`config.mk`:
```
export PLATFORM = sky130hd
export DESIGN_NAME = mcs4_clk_gen_prog_flat
export DESIGN_NICKNAME = d
export VERILOG_FILES = /design/src/rtl/mcs4_clk_gen_prog_if.sv /design/src/rtl/mcs4_clk_gen_prog.sv /design/src/flat_wrapper.sv
export SDC_FILE = /design/constraint.sdc
export NUM_CORES = 1
export LEC_CHECK = 0
export CORE_UTILIZATION = 52
export DETAILED_ROUTE_END_ITERATION = 7
export GPL_ROUTABILITY_DRIVEN = 0
export GPL_TIMING_DRIVEN = 0
export PLACE_DENSITY = 0.76
export SLEW_MARGIN = 10
export SYNTH_ARGS = -nofsm -noshare
export SYNTH_HDL_FRONTEND = slang
export SYNTH_SLANG_ARGS = --single-unit
```
`constraint.sdc`:
```
create_clock -name clk_i -period 2.1 [get_ports clk_i]
set_clock_uncertainty 0.1 [all_clocks]
set_input_delay 0.315 -clock clk_i [delete_from_list [all_inputs] [get_ports clk_i]]
set_output_delay 0.315 -clock clk_i [all_outputs]
set_load 0.02 [all_outputs]
```
`src/rtl/mcs4_clk_gen_prog_if.sv`:
```
// Configuration port of the programmable MCS-4 clock generator: offer/accept
// handshake carrying one complete phase configuration plus a reject pulse.
interface mcs4_clk_gen_prog_if #(
    parameter int unsigned CNT_W = 4
);
    logic             cfg_valid_i;
    logic             cfg_ready_o;
    logic [CNT_W-1:0] cfg_period_i;
    logic [CNT_W-1:0] cfg_p1_start_i;
    logic [CNT_W-1:0] cfg_p1_len_i;
    logic [CNT_W-1:0] cfg_p2_start_i;
    logic [CNT_W-1:0] cfg_p2_len_i;
    logic             cfg_err_o;

    modport master (
        output cfg_valid_i, cfg_period_i, cfg_p1_start_i, cfg_p1_len_i,
               cfg_p2_start_i, cfg_p2_len_i,
        input  cfg_ready_o, cfg_err_o
    );

    modport slave (
        input  cfg_valid_i, cfg_period_i, cfg_p1_start_i, cfg_p1_len_i,
               cfg_p2_start_i, cfg_p2_len_i,
        output cfg_ready_o, cfg_err_o
    );
endinterface

```
`src/rtl/mcs4_clk_gen_prog.sv`:
```
// Programmable two-phase non-overlapping PHI1/PHI2 generator with run/stop,
// 8-subcycle SYNC marker and a one-deep config slot applied at cycle boundaries.
module mcs4_clk_gen_prog #(
    parameter int unsigned CNT_W    = 4,
    parameter int unsigned PERIOD   = 7,
    parameter int unsigned P1_START = 0,
    parameter int unsigned P1_LEN   = 2,
    parameter int unsigned P2_START = 4,
    parameter int unsigned P2_LEN   = 2
) (
    input  logic                clk_i,
    input  logic                rstn_i,
    input  logic                en_i,
    mcs4_clk_gen_prog_if.slave  cfg,
    output logic                PHI1_o,
    output logic                PHI2_o,
    output logic                SYNC_o,
    output logic [2:0]          subcycle_o,
    output logic                running_o
);

    typedef enum logic {IDLE, RUN} state_e;

    typedef struct packed {
        logic [CNT_W-1:0] period;
        logic [CNT_W-1:0] p1_start;
        logic [CNT_W-1:0] p1_len;
        logic [CNT_W-1:0] p2_start;
        logic [CNT_W-1:0] p2_len;
    } phase_cfg_t;

    localparam phase_cfg_t RESET_CFG = '{
        period:   CNT_W'(PERIOD),
        p1_start: CNT_W'(P1_START),
        p1_len:   CNT_W'(P1_LEN),
        p2_start: CNT_W'(P2_START),
        p2_len:   CNT_W'(P2_LEN)
    };

    // Window ends are formed one bit wider so start+len cannot wrap around.
    function automatic logic cfg_legal(input phase_cfg_t c);
        logic [CNT_W:0] end1;
        logic [CNT_W:0] end2;
        end1 = {1'b0, c.p1_start} + {1'b0, c.p1_len};
        end2 = {1'b0, c.p2_start} + {1'b0, c.p2_len};
        return (c.period >= CNT_W'(2))
            && (c.p1_len != '0) && (c.p2_len != '0)
            && (end1 <= {1'b0, c.period}) && (end2 <= {1'b0, c.period})
            && ((end1 <= {1'b0, c.p2_start}) || (end2 <= {1'b0, c.p1_start}));
    endfunction

    function automatic logic in_window(input logic [CNT_W-1:0] cnt,
                                       input logic [CNT_W-1:0] start,
                                       input logic [CNT_W-1:0] len);
        return ({1'b0, cnt} >= {1'b0, start})
            && ({1'b0, cnt} <  ({1'b0, start} + {1'b0, len}));
    endfunction

    state_e           state_q;
    logic [CNT_W-1:0] cnt_q;
    logic [2:0]       sub_q;
    phase_cfg_t       act_q;
    phase_cfg_t       pend_q;
    logic             pend_vld_q;
    logic             err_q;
    logic             phi1_q;
    logic             phi2_q;
    logic             sync_q;

    phase_cfg_t offer;
    logic       offer_legal;
    logic       accept;
    logic       wrap;
    logic       apply;
    logic       phi1_d;
    logic       phi2_d;
    logic       sync_d;

    // NOTE: every signal driven here gets a value on every path, so no latch is inferred.
    always_comb begin
        offer = '{
            period:   cfg.cfg_period_i,
            p1_start: cfg.cfg_p1_start_i,
            p1_len:   cfg.cfg_p1_len_i,
            p2_start: cfg.cfg_p2_start_i,
            p2_len:   cfg.cfg_p2_len_i
        };
        offer_legal = cfg_legal(offer);
        accept      = cfg.cfg_valid_i && !pend_vld_q;
        wrap        = (state_q == RUN) && (cnt_q == act_q.period - 1'b1);
        apply       = pend_vld_q && ((state_q == IDLE) || wrap);
        phi1_d      = !((state_q == RUN) && in_window(cnt_q, act_q.p1_start, act_q.p1_len));
        phi2_d      = !((state_q == RUN) && in_window(cnt_q, act_q.p2_start, act_q.p2_len));
        sync_d      = !((state_q == RUN) && (sub_q == 3'd7));
    end

    // NOTE: state is updated with non-blocking assignments so every register samples pre-edge values.
    always_ff @(posedge clk_i or negedge rstn_i) begin
        if (!rstn_i) begin
            state_q    <= IDLE;
            cnt_q      <= '0;
            sub_q      <= '0;
            act_q      <= RESET_CFG;
            pend_q     <= RESET_CFG;
            pend_vld_q <= 1'b0;
            err_q      <= 1'b0;
            phi1_q     <= 1'b1;
            phi2_q     <= 1'b1;
            sync_q     <= 1'b1;
        end else begin
            phi1_q <= phi1_d;
            phi2_q <= phi2_d;
            sync_q <= sync_d;
            err_q  <= accept && !offer_legal;

            // accept needs an empty slot and apply a full one, so they never coincide.
            if (accept && offer_legal) begin
                pend_q     <= offer;
                pend_vld_q <= 1'b1;
            end else if (apply) begin
                pend_vld_q <= 1'b0;
            end

            if (apply) begin
                act_q <= pend_q;
            end

            case (state_q)
                IDLE: begin
                    cnt_q <= '0;
                    if (en_i) begin
                        state_q <= RUN;
                    end
                end
                RUN: begin
                    if (wrap) begin
                        cnt_q <= '0;
                        sub_q <= sub_q + 3'd1;
                        if (!en_i) begin
                            state_q <= IDLE;
                        end
                    end else begin
                        cnt_q <= cnt_q + 1'b1;
                    end
                end
                default: state_q <= IDLE;
            endcase
        end
    end

    assign PHI1_o          = phi1_q;
    assign PHI2_o          = phi2_q;
    assign SYNC_o          = sync_q;
    assign subcycle_o      = sub_q;
    assign running_o       = (state_q == RUN);
    assign cfg.cfg_ready_o = !pend_vld_q;
    assign cfg.cfg_err_o   = err_q;

endmodule
```
`src/flat_wrapper.sv`:
```
// flat-port wrapper written by rule: the top's interface ports become plain ports
module mcs4_clk_gen_prog_flat 
#(
    parameter int unsigned CNT_W    = 4,
    parameter int unsigned PERIOD   = 7,
    parameter int unsigned P1_START = 0,
    parameter int unsigned P1_LEN   = 2,
    parameter int unsigned P2_START = 4,
    parameter int unsigned P2_LEN   = 2
)
  (clk_i, rstn_i, en_i, PHI1_o, PHI2_o, SYNC_o, subcycle_o, running_o, cfg_cfg_valid_i, cfg_cfg_period_i, cfg_cfg_p1_start_i, cfg_cfg_p1_len_i, cfg_cfg_p2_start_i, cfg_cfg_p2_len_i, cfg_cfg_ready_o, cfg_cfg_err_o);
  mcs4_clk_gen_prog_if #(.CNT_W(CNT_W)) cfg_i ();
  input  logic clk_i;
  input  logic rstn_i;
  input  logic en_i;
  output logic PHI1_o;
  output logic PHI2_o;
  output logic SYNC_o;
  output logic [2:0] subcycle_o;
  output logic running_o;
  input wire logic [$bits(cfg_i.cfg_valid_i)-1:0] cfg_cfg_valid_i;
  input wire logic [$bits(cfg_i.cfg_period_i)-1:0] cfg_cfg_period_i;
  input wire logic [$bits(cfg_i.cfg_p1_start_i)-1:0] cfg_cfg_p1_start_i;
  input wire logic [$bits(cfg_i.cfg_p1_len_i)-1:0] cfg_cfg_p1_len_i;
  input wire logic [$bits(cfg_i.cfg_p2_start_i)-1:0] cfg_cfg_p2_start_i;
  input wire logic [$bits(cfg_i.cfg_p2_len_i)-1:0] cfg_cfg_p2_len_i;
  output wire logic [$bits(cfg_i.cfg_ready_o)-1:0] cfg_cfg_ready_o;
  output wire logic [$bits(cfg_i.cfg_err_o)-1:0] cfg_cfg_err_o;
  assign cfg_i.cfg_valid_i = cfg_cfg_valid_i;
  assign cfg_i.cfg_period_i = cfg_cfg_period_i;
  assign cfg_i.cfg_p1_start_i = cfg_cfg_p1_start_i;
  assign cfg_i.cfg_p1_len_i = cfg_cfg_p1_len_i;
  assign cfg_i.cfg_p2_start_i = cfg_cfg_p2_start_i;
  assign cfg_i.cfg_p2_len_i = cfg_cfg_p2_len_i;
  assign cfg_cfg_ready_o = cfg_i.cfg_ready_o;
  assign cfg_cfg_err_o = cfg_i.cfg_err_o;
  mcs4_clk_gen_prog #(.CNT_W(CNT_W), .PERIOD(PERIOD), .P1_START(P1_START), .P1_LEN(P1_LEN), .P2_START(P2_START), .P2_LEN(P2_LEN)) u_core (.clk_i(clk_i), .rstn_i(rstn_i), .en_i(en_i), .cfg(cfg_i), .PHI1_o(PHI1_o), .PHI2_o(PHI2_o), .SYNC_o(SYNC_o), .subcycle_o(subcycle_o), .running_o(running_o));
endmodule
```
* Yosys cells after proc, flatten, opt, wreduce, memory -nomap -nowiden
Cells that the tools add are included.
** Word-level totals
- Register bits :: 53
- Bits of input ports :: 24
- Output and inout port bits :: 9
- Word-level logic and storage cells :: 70
** Operators by class
- Add/subtract/negate cells :: 7
- $lt $le $gt $ge :: 9
- Eq/ne operators :: 2
- Mux-type cells :: 7
- Bitwise logic cells :: 1
- Reduce and logical (&&, ||, !) cells :: 26
** Operator list (number)
- adder 4 x 4 -> 5 bit :: 4
- less-or-equal comparator 5 x 4 -> 1 bit :: 4
- logical AND 1 bit :: 15
- < comparator 4 x 5 -> 1 bit :: 2
- greater-or-equal comparator 4 bit :: 2
- case mux 4 bit (2 select lines) :: 1
- nonzero test 4 bit :: 2
- logical NOT 1 bit :: 5
- adder 4 x 1 -> 4 bit (second input constant) :: 1
- == test 4 bit :: 1
- greater-or-equal comparator 4 x 2 -> 1 bit (second input constant) :: 1
- two-way mux 1 bit :: 4
- two-way mux 4 bit :: 1
- subtractor 4 x 1 -> 4 bit (second input constant) :: 1
- adder 3 x 1 -> 3 bit (second input constant) :: 1
- == test 3 bit (second input constant) :: 1
- logical OR 1 bit :: 2
- case mux 1 bit (2 select lines) :: 1
- AND reduction 2 bit :: 1
- nonzero test 2 bit :: 1
- NOT 1 bit :: 1

* Depth between registers and ports, before layout
Gate-level depths: netlist of run 1.
- Depth after elaboration :: 8
- Depth in mapped cells :: 12
- Depth with buffers taken out :: 11

* Worst setup path after synthesis of run 1
OpenSTA, ideal clock, no wires.
- Path kind :: input port to flip-flop
- Start point :: input cfg_cfg_p2_len_i[0]
- End point :: register u_core.pend_q[10] (netlist name)
- Data arrival time :: 2.639 ns
- Slack :: -0.763 ns
- Stages on the path :: 12
- Cells stage by stage :: ha_1 > inv_1 > fa_1 > inv_1 > ha_1 > nor2b_1 > o211ai_1 > a21oi_1 > a2111oi_2 > nand3_2 > buf_6 > mux2_2
** Between the ends
- Longest elaborated chain between the ends :: 6
** Ends and longest elaborated chain
- start: declaration :: line flat_wrapper.sv:26 : input wire logic [$bits(cfg_i.cfg_p2_len_i)-1:0] cfg_cfg_p2_len_i;
- parallel branches: the longest is 4 deep, another holds adder 4 x 4 -> 5 bit
- logical AND 1 bit * :: line mcs4_clk_gen_prog.sv:49 : && ((end1 <= {1'b0, c.p2_start}) || (end2 <= {1'b0, c.p1_start}));
- logical AND 1 bit * :: line mcs4_clk_gen_prog.sv:117 : if (accept && offer_legal) begin
- end signal: assignment :: line mcs4_clk_gen_prog.sv:118 : pend_q <= offer;
- end: declaration :: line mcs4_clk_gen_prog.sv:63 : phase_cfg_t pend_q;
Every way passes the cells marked *.
A chain may end at the register's enable or synchronous reset.

* Final worst setup path of run 1
- Start point :: input cfg_cfg_p1_start_i[0]
- End point :: register u_core.pend_q[5] (netlist name)
** Between the ends
- Longest elaborated chain between the ends :: 6
** Ends and longest elaborated chain
- start: declaration :: line flat_wrapper.sv:23 : input wire logic [$bits(cfg_i.cfg_p1_start_i)-1:0] cfg_cfg_p1_start_i;
- adder 4 x 4 -> 5 bit :: line mcs4_clk_gen_prog.sv:44 : end1 = {1'b0, c.p1_start} + {1'b0, c.p1_len};
- less-or-equal comparator 5 x 4 -> 1 bit :: line mcs4_clk_gen_prog.sv:48 : && (end1 <= {1'b0, c.period}) && (end2 <= {1'b0, c.period})
- logical AND 1 bit (2 in series) :: line mcs4_clk_gen_prog.sv:48
- logical AND 1 bit * :: line mcs4_clk_gen_prog.sv:49
- logical AND 1 bit * :: line mcs4_clk_gen_prog.sv:117
Every way passes the cells marked *; elsewhere a longest branch is shown, timed or not.

==> results of run 1 <==
[state kept, by name, indices dropped and copies added, names as in the netlist]
| signal | count |
|---|---|
| u_core.subcycle_o | 3 |
| u_core.pend_vld_q | 1 |
| u_core.running_o | 1 |
| u_core.PHI2_o | 1 |
| u_core.PHI1_o | 1 |
| u_core.pend_q | 20 |
| u_core.cnt_q | 4 |
| u_core.SYNC_o | 1 |
| u_core.cfg.cfg_err_o | 1 |
| u_core.act_q | 20 |
[critical path: stages]
cell                        delay [ns]
sky130_fd_sc_hd__buf_4            0.13
sky130_fd_sc_hd__ha_4             0.15
sky130_fd_sc_hd__inv_1            0.06
sky130_fd_sc_hd__fa_2             0.43
sky130_fd_sc_hd__inv_2            0.10
sky130_fd_sc_hd__ha_4             0.20
sky130_fd_sc_hd__nor2b_1          0.13
sky130_fd_sc_hd__o211ai_1         0.25
sky130_fd_sc_hd__a21oi_2          0.12
sky130_fd_sc_hd__a2111oi_4        0.39
sky130_fd_sc_hd__nand3_4          0.18
sky130_fd_sc_hd__buf_6            0.18
sky130_fd_sc_hd__mux2_4           0.29
[layout make-up]
cell class	instances	area, sq um
repair buffers	64	627
plain buffers	3	42.5
clock inverters	2	37.5
inverters	33	126
flip-flops and latches	53	1350
clock buffers	6	82.6
well taps	77	96.3
multi-input cells	191	2240
fillers	397	1760
[worst min-delay path by stage]
stage / start / to / slack [ns] / depth (start not counted)
6_report: cfg_cfg_p1_start_i[0] / u_core.pend_q[12] / 0.18 / 2
2_1_floorplan: rstn_i / u_core.act_q[0] / -0.08 / 0
3_5_place_dp: rstn_i / u_core.subcycle_o[1] / 0.23 / 1
4_1_cts: cfg_cfg_p1_start_i[0] / u_core.pend_q[12] / 0.18 / 2
5_1_grt: cfg_cfg_p1_start_i[0] / u_core.pend_q[12] / 0.17 / 2
3_3_place_gp: u_core.pend_q[0] / u_core.act_q[0] / 0.39 / 1
[metal layers]
layer / GRT usage / up-vias / share of wire
met2: 0.405 / 51 / 0.52
met5: 0 / - / 0
met4: 0.110 / 0 / 0.028
li1: - / 1125 / -
met3: 0.0278 / 14 / 0.024
met1: 0.262 / 1163 / 0.42
[metrics by stage]
stage / worst slack (ns) / util / hold slack (ns) / instances / power, W
2_1_floorplan: -0.684 / - / -0.0806 / 281 / 0.00336
3_3_place_gp: -1.49 / 0.607 / 0.385 / 390 / 0.00381
3_5_place_dp: -1.55 / 0.609 / 0.228 / 391 / 0.00393
4_1_cts: -0.684 / 0.700 / 0.176 / 423 / 0.00507
5_1_grt: -0.761 / 0.724 / 0.173 / 429 / 0.00568
6_report: -0.726 / 0.724 / 0.184 / 429 / 0.00532
[cell usage after synthesis, drive strengths merged]
master and count:
inv 33, o21a 2, nor4 3, a21boi 2, ha 50, dfstp 15, nand2 5, nand2b 7
dfrtp 38, xnor2 12, a21oi 16, and4 2, o21ai 9, xor2 5, fa 4, buf 4
or2b 1, nor3b 1, nor2 5, a2111oi 1, nor3 1, o211ai 3, nand3 2, nor2b 9
a21o 4, a311oi 1, mux2 42, nand4 2, o311ai 2
[repair_timing]
action,4_1_cts,5_1_grt
resized for setup,104,27
hold buffers,1,0
pin swaps,29,24
hold endpoints to repair,16,0
setup endpoints to repair,44,47
cloned,4,0
setup buffers,19,8
[cell families (layout without fill, tap and decap cells)]
| logic type | count (synthesis) | after routing | share of synthesized area |
|---|---|---|---|
| fa+ha+maj | 54 | 54 | 0.206 |
| flops | 53 | 53 | 0.393 |
| mux | 42 | 42 | 0.160 |
| compound gates | 40 | 40 | 0.0727 |
| simple gates | 38 | 38 | 0.0709 |
| buf+inv | 37 | 108 | 0.0544 |
| xor+xnor | 17 | 17 | 0.0435 |
[power by group through the flow]
stage | clock network [W] | logic (W) | registers, W
floorplan | 0 | 0.00154 | 0.00182
global placement | 0 | 0.00197 | 0.00184
detailed placement | 0 | 0.00206 | 0.00187
CTS | 0.000747 | 0.00249 | 0.00184
global route | 0.000798 | 0.00295 | 0.00193
finish | 0.000739 | 0.00270 | 0.00188
==> results by group, run 1 <==
Floorplanning
  • Vertical die dimension: 83.2 microns
  • Row count: 29
  • DIE AREA: 0.00692 sq mm
  • Initial core utilization: 0.540
  • Chip width: 83.2 microns
  • Core Footprint: 0.00635 sq mm
  • Number of primary I/O pins: 33

Flow run
  • # Max-Cap Violations: 0

Run status
  • Failing checks: setup timing
  • Result of the run: finished, violations left

Worst setup path
  • Endpoint class of the critical path: flop
  • Startpoint of the worst-slack reg-to-reg timing path: u_core.act_q[16]
  • Data required time of the worst path: 2.22 ns
  • Worst EP arrival: 2.94 ns
  • Top fanout value on the critical path: 5
  • Crit path capture: u_core.pend_q[5]
  • Length in cells of the worst reg-to-reg path: 9
  • Kind of start point of the critical path: input port
  • Worst Setup SP: cfg_cfg_p1_start_i[0]
  • Internal reg-to-reg setup slack: -0.18 ns
  • Reg2reg end: u_core.act_q[12]
  • Type of the setup path with the least slack: in2reg

Timing
  • Max-slew violations: 0
  • Period utilization: 1.35
  • Setup-violating endpoint count in the final report: 43
  • Summed negative setup slack over all endpoints: -16.59 ns
  • Worst slew pin tran: 0.530 ns
  • Final-report hold violation count: 0
  • Clock period minus final worst setup slack: 2.83 ns
  • Unrepaired setup endpoints after global routing: yes
  • Achievable Freq: 354 MHz
  • Worst slew margin: 0.646
  • Final worst setup slack: -0.726 ns

Power
  • Combinational Power Share: 0.508
  • Net switching power: 0.00188 W
  • Leakage power figure: 2.17 nW
  • Power per standard cell area: 1160 mW/mm^2
  • Fraction of power consumed by the clock network: 0.139
  • Total internal power: 0.00344 W
  • Switching share of power: 0.353
  • Fraction of power consumed by sequential logic: 0.353
  • Max IR drop VDD: 0.000967 V

Clock tree
  • CTS HTree Levels: 2
  • Buffer type at the clock tree root: sky130_fd_sc_hd__clkbuf_8
  • TritonCTS clock tree: built
  • Total clock sinks: 53
  • CTS clock-pin slew for the worst setup and hold paths: 0.10 ns
  • Number of buffers created by CTS: 5
  • Source-to-sink clock delay at the later pin of the worst-skew pair: 0.32 ns
  • Max clock buf depth: 2

GRT
  • Remaining global-route overflow: 0
  • Initial antenna violation count: 0
  • First-pass GRT wire length: 12000 microns
  • Number of global-route vias before repair: 2440
  • Overall track demand over capacity in global routing: 0.224
  • Maximum number of pins on one net before global-route repair: 33

Route
  • Post-route DRC: 0
  • Total iterations of the first detailed-routing run: 4
  • Iteration-0 DRC count of the detailed router: 77
  • Total via count after detailed routing: 2353
  • Routed wire length: 7620 microns
  • Antenna viol nets, final: 0
  • Routed WL per cell: 17.8 microns
  • Number of vias per cell after detailed routing: 5.48

Layout
  • Layout overhead on the synthesized area: 34.1%
  • Most frequent cells in the layout: sky130_fd_sc_hd__dfrtp_1 (37), sky130_fd_sc_hd__ha_1 (36), sky130_fd_sc_hd__inv_1 (23), sky130_fd_sc_hd__buf_4 (23), sky130_fd_sc_hd__mux2_4 (22)
  • Proportion of layout cells with a drive suffix above 1: 0.474
  • Diode count: 0
  • Fin nets: 429
  • Most common cell after layout, fill and taps aside: sky130_fd_sc_hd__dfrtp_1
  • Post-layout instance area: 0.00459 sq mm

Place
  • Number of buffers inserted by port buffering: 32
  • Half-perimeter wire length of the detailed placement result: 4820 microns
  • Placed instance area: 0.00387 sq mm

Hold path
  • Hold Path Class: in2reg

Logic synthesis
  • Cells after Synth: 281
  • Sequential-to-total area share from yosys stat: 0.393
  • Yosys warning count: 0
  • Count of distinct cell types in the synthesized netlist: 35
  • Cell types with the largest area share after synthesis: sky130_fd_sc_hd__dfrtp_1 (28%), sky130_fd_sc_hd__ha_1 (18%), sky130_fd_sc_hd__dfstp_2 (12%)
  • Post-synthesis instance area: 0.00343 sq mm
  • Synthesized area per cell: 12.2 sq um
  • Yosys reg bits: 53
  • Total nets after synthesis: 359
  • Area share of the largest cell type after synthesis: 0.278
  • Yosys top cell by area: sky130_fd_sc_hd__dfrtp_1
Power figures use the tool's default switching activity.
==> run 2: changes to the inputs <==
--- a/config.mk
+++ b/config.mk
@@ -10,7 +10,6 @@
 export GPL_ROUTABILITY_DRIVEN = 0
 export GPL_TIMING_DRIVEN = 0
 export PLACE_DENSITY = 0.76
-export SLEW_MARGIN = 10
 export SYNTH_ARGS = -nofsm -noshare
 export SYNTH_HDL_FRONTEND = slang
 export SYNTH_SLANG_ARGS = --single-unit
==> results of run 2 <==
The final DEF is identical to that of run 1; final timing and power are the same.
==> run 3: changes to the inputs <==
--- a/config.mk
+++ b/config.mk
@@ -5,6 +5,8 @@
 export SDC_FILE = /design/constraint.sdc
 export NUM_CORES = 1
 export LEC_CHECK = 0
+export ABC_CLOCK_PERIOD_IN_PS = 2100
+export CORE_MARGIN = 2
 export CORE_UTILIZATION = 52
 export DETAILED_ROUTE_END_ITERATION = 7
 export GPL_ROUTABILITY_DRIVEN = 0
==> results by group, run 3 (synthesized netlist as in run 1, its figures left out) <==
Layout
  • Fin nets: 420 (-2.1%)
  • Most common cell after layout, fill and taps aside: sky130_fd_sc_hd__dfrtp_1
  • Proportion of layout cells with a drive suffix above 1: 0.449 (-0.0255)
  • Most frequent cells in the layout: sky130_fd_sc_hd__dfrtp_1 (38), sky130_fd_sc_hd__ha_1 (33), sky130_fd_sc_hd__inv_1 (24)
  • Post-layout instance area: 0.00449 sq mm (-2.3%)
  • Biggest registers after layout: u_core.act_q (20), u_core.pend_q (20), u_core.cnt_q (4)
  • Number of standard cells in the layout, taps in and fillers out: 420 (-2.1%)
  • Filler cell count: 426 (+7.3%)
  • Layout overhead on the synthesized area: 31.0%
  • Diode count: 0 (unchanged)

Timing
  • Clock period minus final worst setup slack: 2.82 ns (-0.00496 ns)
  • Setup-violating endpoint count in the final report: 43 (unchanged)
  • Final worst setup slack: -0.721 ns (+0.00496 ns)
  • Worst slew margin: 0.650 (+0.00362)
  • Summed negative setup slack over all endpoints: -15.43 ns (+1.16 ns)
  • Achievable Freq: 355 MHz (+0.18%)
  • Period utilization: 1.34 (-0.00236)
  • Worst slew pin tran: 0.525 ns (-0.00542 ns)
  • Final-report hold violation count: 0 (unchanged)
  • Hold slack: 0.185 ns (+0.00153 ns)
  • Unrepaired setup endpoints after global routing: yes
  • Max-slew violations: 0 (unchanged)

GRT
  • Maximum number of pins on one net before global-route repair: 33 (unchanged)
  • First-pass GRT wire length: 12400 microns (+3.2%)
  • Remaining global-route overflow: 0 (unchanged)
  • Overall track demand over capacity in global routing: 0.217 (-0.00732)
  • Initial antenna violation count: 0 (unchanged)
  • Number of global-route vias before repair: 2448 (+0.33%)

Power
  • Switching share of power: 0.361 (+0.00747)
  • Fraction of power consumed by sequential logic: 0.369 (+0.016)
  • Leakage power figure: 2.09 nW (-3.6%)
  • Combinational Power Share: 0.508 (about the same)
  • Max IR drop VDD: 0.000772 V (-20%)
  • Fraction of power consumed by the clock network: 0.124 (-0.015)
  • Power per standard cell area: 1130 mW/mm^2 (-2.6%)
  • Net switching power: 0.00182 W (-2.9%)
  • Total internal power: 0.00323 W (-6.0%)

Run status
  • Failing checks: setup timing
  • Result of the run: finished, violations left

Hold path
  • Hold Path Class: in2reg

Worst setup path
  • Type of the setup path with the least slack: in2reg
  • Crit path capture: u_core.pend_q[19]
  • Internal reg-to-reg setup slack: -0.09 ns (+0.09 ns)
  • Sequence of cells on the critical path: dlygate4sd2_1 > ha_4 > a21oi_2 > xnor2_2 > buf_4 > ha_4 > a21oi_2 > a21oi_2 > a2111oi_4 > nand3_4 > buf_6 > mux2_4
  • Endpoint class of the critical path: flop
  • Kind of start point of the critical path: input port
  • Slowest cell delay on critical path: 0.37 ns (-0.06 ns)
  • Worst EP arrival: 2.93 ns (about the same)
  • Dominant cell type by count on the critical path: sky130_fd_sc_hd__a21oi_2
  • Worst Setup SP: cfg_cfg_p1_start_i[2]
  • Startpoint of the worst-slack reg-to-reg timing path: u_core.act_q[16]
  • Data required time of the worst path: 2.20 ns (-0.02 ns)
  • Reg2reg end: u_core.act_q[19]
  • Top fanout value on the critical path: 5 (unchanged)
  • Slowest cell on crit path: sky130_fd_sc_hd__a2111oi_4
  • Length in cells of the worst reg-to-reg path: 8 (-1)

Clock tree
  • Number of buffers created by CTS: 5 (unchanged)
  • Max clock buf depth: 2 (unchanged)
  • Source-to-sink clock delay at the later pin of the worst-skew pair: 0.31 ns (about the same)
  • CTS clock-pin slew for the worst setup and hold paths: 0.10 ns (about the same)
  • Buffer type at the clock tree root: sky130_fd_sc_hd__clkbuf_8
  • CTS HTree Levels: 2 (unchanged)
  • Total clock sinks: 53 (unchanged)
  • TritonCTS clock tree: built

Route
  • Number of vias per cell after detailed routing: 5.43 (-1.1%)
  • Antenna viol nets, final: 0 (unchanged)
  • Post-route DRC: 0 (unchanged)
  • Routed WL per cell: 18.1 microns (+1.8%)
  • Iteration-0 DRC count of the detailed router: 105 (+36%)
  • Total via count after detailed routing: 2279 (-3.1%)
  • Total iterations of the first detailed-routing run: 4 (unchanged)
  • Routed wire length: 7590 microns (-0.37%)

Floorplanning
  • Chip width: 85.2 microns (+2.4%)
  • Core Footprint: 0.00635 sq mm (unchanged)
  • Vertical die dimension: 85.2 microns (+2.4%)
  • DIE AREA: 0.00725 sq mm (+4.9%)
  • Row count: 29 (unchanged)
  • Number of primary I/O pins: 33 (unchanged)
  • Initial core utilization: 0.540 (unchanged)

Place
  • Placed instance area: 0.00387 sq mm (unchanged)
  • Pre-CTS setup slack: -1.52 ns (+0.0220 ns)
  • # placed instances: 391 (unchanged)
  • Number of buffers inserted by port buffering: 32 (unchanged)
  • Half-perimeter wire length of the detailed placement result: 4910 microns (+2.0%)

Flow run
  • # Max-Cap Violations: 0 (unchanged)
==> run 3: cell types whose count changed in the layout (fill, tap and decap cells not counted), moves of 2 or more <==
cell and delta:
sky130_fd_sc_hd__xnor2_2 -4, sky130_fd_sc_hd__ha_4 +3, sky130_fd_sc_hd__buf_6 -2, sky130_fd_sc_hd__ha_1 -3
sky130_fd_sc_hd__buf_4 -6, sky130_fd_sc_hd__xnor2_1 +4, sky130_fd_sc_hd__a21oi_2 +2
==> run 3: area by class of cell <==
cell class / instances / area [sq um] / share of cell area
Clock inverter: 2 / 17.5 / 0.00390
Multi-Input combinational cell: 191 / 2230 / 0.496
Inverter: 33 / 126 / 0.0282
Sequential cell: 53 / 1350 / 0.300
Clock buffer: 6 / 82.6 / 0.0184
Timing Repair Buffer: 54 / 531 / 0.118
Buffer: 4 / 62.6 / 0.0139
Tap cell: 77 / 96.3 / 0.0215
==> run 3: how the worst min path moves through the flow <==
stage	from	end	depth (start not counted)
2_1_floorplan	rstn_i	u_core.act_q[0]	0
3_3_place_gp	u_core.pend_q[0]	u_core.act_q[0]	1
3_5_place_dp	rstn_i	u_core.subcycle_o[1]	1
4_1_cts	cfg_cfg_p1_start_i[1]	u_core.pend_q[13]	2
5_1_grt	cfg_cfg_p1_len_i[0]	u_core.pend_q[8]	2
6_report	cfg_cfg_p1_len_i[0]	u_core.pend_q[8]	2
==> run 3: power groups by stage <==
stage / clock, W / combinational, W / sequential [W]
global placement: 0 / 0.00197 / 0.00184
global route: 0.000679 / 0.00287 / 0.00192
finish: 0.000625 / 0.00257 / 0.00186
floorplan: 0 / 0.00154 / 0.00182
CTS: 0.000641 / 0.00244 / 0.00184
detailed placement: 0 / 0.00206 / 0.00187
==> run 3: layer usage <==
layer  GRT usage  vias to the layer above  part of all wire
met5           0                        -                 0
met2       0.387                       42              0.52
met3      0.0243                       19             0.023
li1            -                     1110                 -
met1       0.262                     1108              0.42
met4      0.0996                        0             0.035
==> run 3: stage by stage <==
step           power [W]   util
2_1_floorplan    0.00336      -
3_3_place_gp     0.00381  0.607
3_5_place_dp     0.00394  0.609
4_1_cts          0.00492  0.690
5_1_grt          0.00547  0.707
6_report         0.00506  0.707
==> run 3: timing repair <==
item / in CTS / in global routing
gates cloned: 4 / 0
pin swaps: 33 / 18
buffers inserted: 18 / 1
gates resized for setup: 102 / 18
endpoints found under the setup margin: 44 / 45
endpoints found under the hold margin: 16 / 0
hold buffers: 1 / 0
==> run 3: critical path, delay by kind of cell <==
kind                       cells  cell delay (ns)
AOI/OAI and AO/OA              4             0.69
muxes                          1             0.30
buffers and inverters          3             0.65
xor gates and xnor gates       1             0.28
adders and majority gates      2             0.52
and+or+nand+nor                1             0.16
